[src/rtl/fetch_ctrl.sv]
// Instruction-fetch sequencer: next-PC selection, single-outstanding imem handshake,
// one-entry decode buffer and squash of responses made stale by a redirect.
module fetch_ctrl #(
   parameter logic [31:0] RESET_ADDR = 32'h0000_0000
) (
   input  logic        clk,
   input  logic        i_rst,
   input  logic [31:0] i_pc,
   output logic [31:0] o_next_pc,
   input  logic        i_stall,
   input  logic        i_redirect,
   input  logic [31:0] i_redirect_pc,
   output logic        o_imem_req,
   output logic [31:0] o_imem_addr,
   input  logic        i_imem_gnt,
   input  logic        i_imem_rvalid,
   input  logic [31:0] i_imem_rdata,
   output logic        o_inst_valid,
   output logic [31:0] o_inst,
   output logic [31:0] o_inst_pc,
   output logic        o_fault
);

   typedef enum logic [1:0] {StIdle, StReq, StWait, StFault} state_t;

   state_t      r_state;
   state_t      w_state_nxt;
   logic        r_squash;
   logic        w_squash_nxt;
   logic        r_fault_pend;
   logic        w_fault_pend_nxt;
   logic [31:0] r_req_addr;
   logic        r_inst_valid;
   logic [31:0] r_inst;
   logic [31:0] r_inst_pc;
   logic        r_fault;

   logic w_free;
   logic w_misalign;
   logic w_req;
   logic w_gnt;
   logic w_rsp;
   logic w_capture;

   assign w_free     = !r_inst_valid || !i_stall;
   assign w_misalign = (i_redirect_pc[1:0] != 2'b00);
   assign w_req      = (r_state == StReq) && w_free;
   assign w_gnt      = w_req && i_imem_gnt;
   assign w_rsp      = (r_state == StWait) && i_imem_rvalid;
   // A response coinciding with a redirect belongs to the wrong path.
   assign w_capture  = w_rsp && !r_squash && !i_redirect;

   always_comb begin
      w_state_nxt      = r_state;
      w_squash_nxt     = r_squash;
      w_fault_pend_nxt = r_fault_pend;
      unique case (r_state)
         StIdle:  w_state_nxt = StReq;
         StReq:   if (w_gnt) w_state_nxt = StWait;
         StWait: begin
            if (w_rsp) begin
               w_squash_nxt     = 1'b0;
               w_fault_pend_nxt = 1'b0;
               w_state_nxt      = r_fault_pend ? StFault : StReq;
            end
         end
         StFault: w_state_nxt = StFault;
         default: w_state_nxt = StIdle;
      endcase

      if (i_redirect) begin
         if (r_state == StFault) begin
            if (!w_misalign) w_state_nxt = StReq;
         end else begin
            // Any request still in flight after this cycle must be drained and dropped.
            w_squash_nxt     = ((r_state == StWait) && !i_imem_rvalid) || w_gnt;
            w_fault_pend_nxt = w_squash_nxt && w_misalign;
            if (w_squash_nxt)    w_state_nxt = StWait;
            else if (w_misalign) w_state_nxt = StFault;
            else                 w_state_nxt = StReq;
         end
      end
   end

   always_comb begin
      o_next_pc = i_pc;
      if (i_rst)           o_next_pc = RESET_ADDR;
      else if (i_redirect) o_next_pc = i_redirect_pc;
      else if (w_gnt)      o_next_pc = i_pc + 32'd4;
   end

   always_ff @(posedge clk) begin
      if (i_rst) begin
         r_state      <= StIdle;
         r_squash     <= 1'b0;
         r_fault_pend <= 1'b0;
         r_req_addr   <= 32'h0000_0000;
         r_inst_valid <= 1'b0;
         r_inst       <= 32'h0000_0013;
         r_inst_pc    <= 32'h0000_0000;
         r_fault      <= 1'b0;
      end else begin
         r_state      <= w_state_nxt;
         r_squash     <= w_squash_nxt;
         r_fault_pend <= w_fault_pend_nxt;
         r_fault      <= i_redirect && w_misalign;
         if (w_gnt) r_req_addr <= i_pc;
         if (i_redirect && (r_state != StFault)) begin
            r_inst_valid <= 1'b0;
         end else if (w_capture) begin
            r_inst_valid <= 1'b1;
            r_inst       <= i_imem_rdata;
            r_inst_pc    <= r_req_addr;
         end else if (r_inst_valid && !i_stall) begin
            r_inst_valid <= 1'b0;
         end
      end
   end

   assign o_imem_req   = w_req;
   assign o_imem_addr  = i_pc;
   assign o_inst_valid = r_inst_valid;
   assign o_inst       = r_inst;
   assign o_inst_pc    = r_inst_pc;
   assign o_fault      = r_fault;

endmodule

[config.mk]
export PLATFORM = sky130hd
export DESIGN_NAME = fetch_ctrl
export DESIGN_NICKNAME = d
export VERILOG_FILES = /design/src/rtl/fetch_ctrl.sv
export SDC_FILE = /design/constraint.sdc
export NUM_CORES = 1
export LEC_CHECK = 0
export CORE_MARGIN = 2
export CORE_UTILIZATION = 40
export DETAILED_ROUTE_END_ITERATION = 16
export HOLD_SLACK_MARGIN = 0.1
export PLACE_DENSITY = 0.9
export SKIP_CTS_REPAIR_TIMING = 1
export SLEW_MARGIN = 5
export SYNTH_ARGS = -nofsm -noshare
export SYNTH_HDL_FRONTEND = slang
export SYNTH_SLANG_ARGS = --single-unit
[constraint.sdc]
create_clock -name clk -period 3.5 [get_ports clk]
set_input_delay 0.7 -clock clk [delete_from_list [all_inputs] [get_ports clk]]
set_output_delay 0.7 -clock clk [all_outputs]
set_load 0.005 [all_outputs]
==> metrics.md <==
| Metric | Value |
|---|---|
| Min cycle time layout | `3.43 ns` |
| Worst slew pin tran | `0.434 ns` |
| Critical R2R Capture | `o_inst[19]$_SDFFE_PP0P_` |
| Mean Syn Cell Area | `7.34 sq um` |
| DRT Pass-1 Iters | `5` |
| IO Port Bufs | `232` |
| Root Buffer | `clkbuf_16` |
| Slew margin rel. | `71.1%` |
| DP Cell Count | `1,100` |
| Final nets | `1,048` |
| Via/cell ratio | `5.29` |
| Leakage power | `3.28 nW` |
| Area of the multi-input gates | `2670 sq um` |
| Fin. Hold Viols | `0` |
| Syn Nets | `795` |
| Max-slew violations | `0` |
| Fillers | `1,058` |
| Die H | `117 um` |
| Crit end category | `output pin` |
| Most common cell in the netlist | `nand2_1` |
| Critical path launch point type | `input pin` |
| Cell variety after synth | `52` |
| Power Internal | `2.06 mW` |
| FF/Latch Area | `2040 sq um` |
| Post-synth EDFFs | `0` |
| Initial antenna violation count | `2` |
| Post-synth top area cell | `dfxtp_1` |
| Bufs on Longest Clock Path | `2` |
| Layout cells sized above 1 | `16.0%` |
| Worst-path fanout max | `22` |
| Reg2reg start | `r_state[0]$_SDFF_PP0_` |
| Num Clock Sinks | `102` |
| Switch Pwr | `0.736 mW` |
| Flop2flop setup slack | `1.20 ns` |
| Crit path kind | `in2out` |
| Register bit total from synthesis | `102` |
| Drt wl/cell | `16.4 um` |
| Latest clock arrival within the worst-skew pair | `0.35 ns` |
| Crit path launch | `i_redirect` |
| All-Layer GR Usage | `25.3%` |
| Io pins | `233` |
| Synth warnings | `0` |
| CTS clock-pin slew for the worst setup and hold paths | `0.08 ns` |
| Worst setup path end | `o_next_pc[4]` |
| Share of flip-flops with an asynchronous set or reset | `0%` |
| HPWL after detailed placement | `13,400 um` |
| Final setup fails | `0` |
| Post-synth top cells | `nand2_1, dfxtp_1, a21oi_1` |
| Post-route DRC violation count | `0` |
| H-Tree Depth | `3` |
| Drt first-iter violations | `438` |
| Cell count after synthesis | `692` |
| Synth area leaders | `dfxtp_1, nand2_1, a21oi_1, buf_4, clkbuf_1` |
| Gp weighted congestion | `0.856` |
| Switching share of power | `26.4%` |
| Detailed Route WL | `18,400 um` |
| Max-cap violations | `0` |
| Cell Area, Synth | `5080 sq um` |
| Sequential share of power | `43.2%` |
| Grt ovf | `0` |
| Crit path required time | `2.80 ns` |
| Starting Density | `40.6%` |
| Clk_skew | `0.0107 ns` |
| Post-Layout Cell Count | `1,124` |
| Core Util, Final | `67.2%` |
| Combinational power share | `19.4%` |
| Post-synth top flop | `dfxtp_1` |
| Largest net degree at the start of global routing | `56` |
| Hold crit path type | `reg2reg` |
| Period utilization | `97.9%` |
| Worst Reg-to-Reg Cells | `6` |
| Syn-to-layout area delta | `65.5%` |
| Peak VDD IR | `225 uV` |
| Antenna-violating nets left | `0` |
| Row count | `41` |
| Yosys top cell area share | `40.2%` |
| CTS tree | `built` |
| First-pass GRT wire length | `27,000 um` |
| Die X | `117 um` |
| Vias in the first global route | `5,504` |
| Power Dens Cells | `332 nW/um^2` |
| Total CTS buffers | `9` |
| Worst Path Arrival | `2.73 ns` |
| Status | `finished clean` |
| Min Hold Slack | `0.448 ns` |
| Die area | `13,600 sq um` |
| Core footprint | `12,500 sq um` |
| Clk pwr share | `37.4%` |
| Max Fclk | `0.292 GHz` |
| Vias | `5,948` |
| Sequential-to-total area share from yosys stat | `40.2%` |
## worst min-delay path by stage
stage	start	end	slack, ns	depth (start not counted)
final	r_req_addr[2]$_SDFFE_PP0N_	o_inst_pc[2]$_SDFFE_PP0P_	0.45	2
after global routing	r_req_addr[8]$_SDFFE_PP0N_	o_inst_pc[8]$_SDFFE_PP0P_	0.46	2
after CTS	r_req_addr[26]$_SDFFE_PP0N_	o_inst_pc[26]$_SDFFE_PP0P_	0.45	2
after detailed placement	r_req_addr[26]$_SDFFE_PP0N_	o_inst_pc[26]$_SDFFE_PP0P_	0.44	2
after global placement	r_req_addr[9]$_SDFFE_PP0N_	o_inst_pc[9]$_SDFFE_PP0P_	0.44	2
after floorplan	r_req_addr[0]$_SDFFE_PP0N_	o_inst_pc[0]$_SDFFE_PP0P_	0.43	2
## layout make-up
class | count | area share [%]
repair buffers | 328 | 37.5
multi-input cells | 498 | 31.7
flip-flops and latches | 102 | 24.3
clock buffers | 9 | 2.68
well taps | 172 | 2.56
clock inverters | 7 | 0.953
inverters | 6 | 0.268
diodes | 2 | 0.0595
## power by group through the flow
stage / logic, mW / registers (mW) / clock network [mW]
3_3_place_gp: 0.520 / 1.23 / 0
5_1_grt: 0.578 / 1.21 / 1.12
6_report: 0.540 / 1.21 / 1.04
2_1_floorplan: 0.198 / 1.23 / 0
4_1_cts: 0.531 / 1.21 / 1.06
3_5_place_dp: 0.527 / 1.23 / 0
## critical path: stages
cell,delay [ns]
clkdlybuf4s50_1,0.47
buf_4,0.20
buf_4,0.18
inv_2,0.13
buf_12,0.18
nor2_1,0.06
a211oi_1,0.22
clkdlybuf4s50_1,0.56
## metrics by stage
| step | power, mW | cell area (sq um) | worst slack, ns | setup TNS (ns) |
|---|---|---|---|---|
| floorplan | 1.43 | 5080 | 0.519 | 0 |
| global placement | 1.75 | 7880 | -0.580 | -7.66 |
| detailed placement | 1.76 | 7880 | -0.573 | -7.96 |
| CTS | 2.80 | 8180 | -0.577 | -8.39 |
| global route | 2.90 | 8410 | -0.0146 | -0.0146 |
| finish | 2.79 | 8410 | 0.0745 | 0 |
## registers in the layout (all words and copies together), names as in the netlist
signal / flops
o_fault: 1
o_inst: 32
o_inst_pc: 32
o_inst_valid: 1
r_fault_pend: 1
r_req_addr: 32
r_squash: 1
r_state: 2
## kinds of logic (layout without fill, tap and decap cells)
| family | count (synthesis) | after routing | share of synthesized area, % |
|---|---|---|---|
| other | 0 | 2 | 0 |
| multiplexers | 2 | 2 | 0.394 |
| XOR/XNOR | 8 | 8 | 1.38 |
| flip-flops | 102 | 102 | 40.2 |
| AO/OA/AOI/OAI | 161 | 161 | 19.3 |
| buffers and inverters | 92 | 350 | 9.41 |
| AND/OR/NAND/NOR | 326 | 326 | 29.0 |
| adder cells (fa/ha/maj) | 1 | 1 | 0.246 |
## layer usage
| layer | vias to the layer above | track usage [%] | share of wire, % |
|---|---|---|---|
| met1 | 2803 | 30.7 | 41 |
| met4 | 0 | 8.55 | 2.4 |
| met2 | 238 | 43.9 | 49 |
| met3 | 35 | 6.23 | 7.8 |
| li1 | 2872 | - | - |
| met5 | - | 0 | 0 |
## placed cells by master (no fill, tap or decap), types with 3 or more instances in the layout
cell | Yosys | final
clkdlybuf4s50_1 | 0 | 198
a21oi_1 | 100 | 100
a311oi_2 | 0 | 8
o31ai_1 | 15 | 15
clkbuf_16 | 0 | 10
buf_12 | 0 | 3
nand4_1 | 9 | 9
o21ai_0 | 5 | 5
or3_1 | 3 | 3
a211oi_1 | 9 | 8
nor3_1 | 7 | 7
buf_4 | 32 | 91
nand3b_1 | 3 | 3
nor3b_1 | 3 | 3
a311oi_1 | 15 | 7
a22oi_1 | 3 | 3
and4_4 | 0 | 3
dfxtp_1 | 102 | 102
or4_1 | 16 | 16
xnor2_1 | 5 | 5
or4b_2 | 3 | 3
xor2_1 | 3 | 3
buf_2 | 4 | 3
nand2_1 | 208 | 206
nand3_1 | 21 | 19
dlymetal6s2s_1 | 0 | 28
inv_1 | 5 | 5
nor2_1 | 31 | 31
Power figures use the tool's default switching activity.
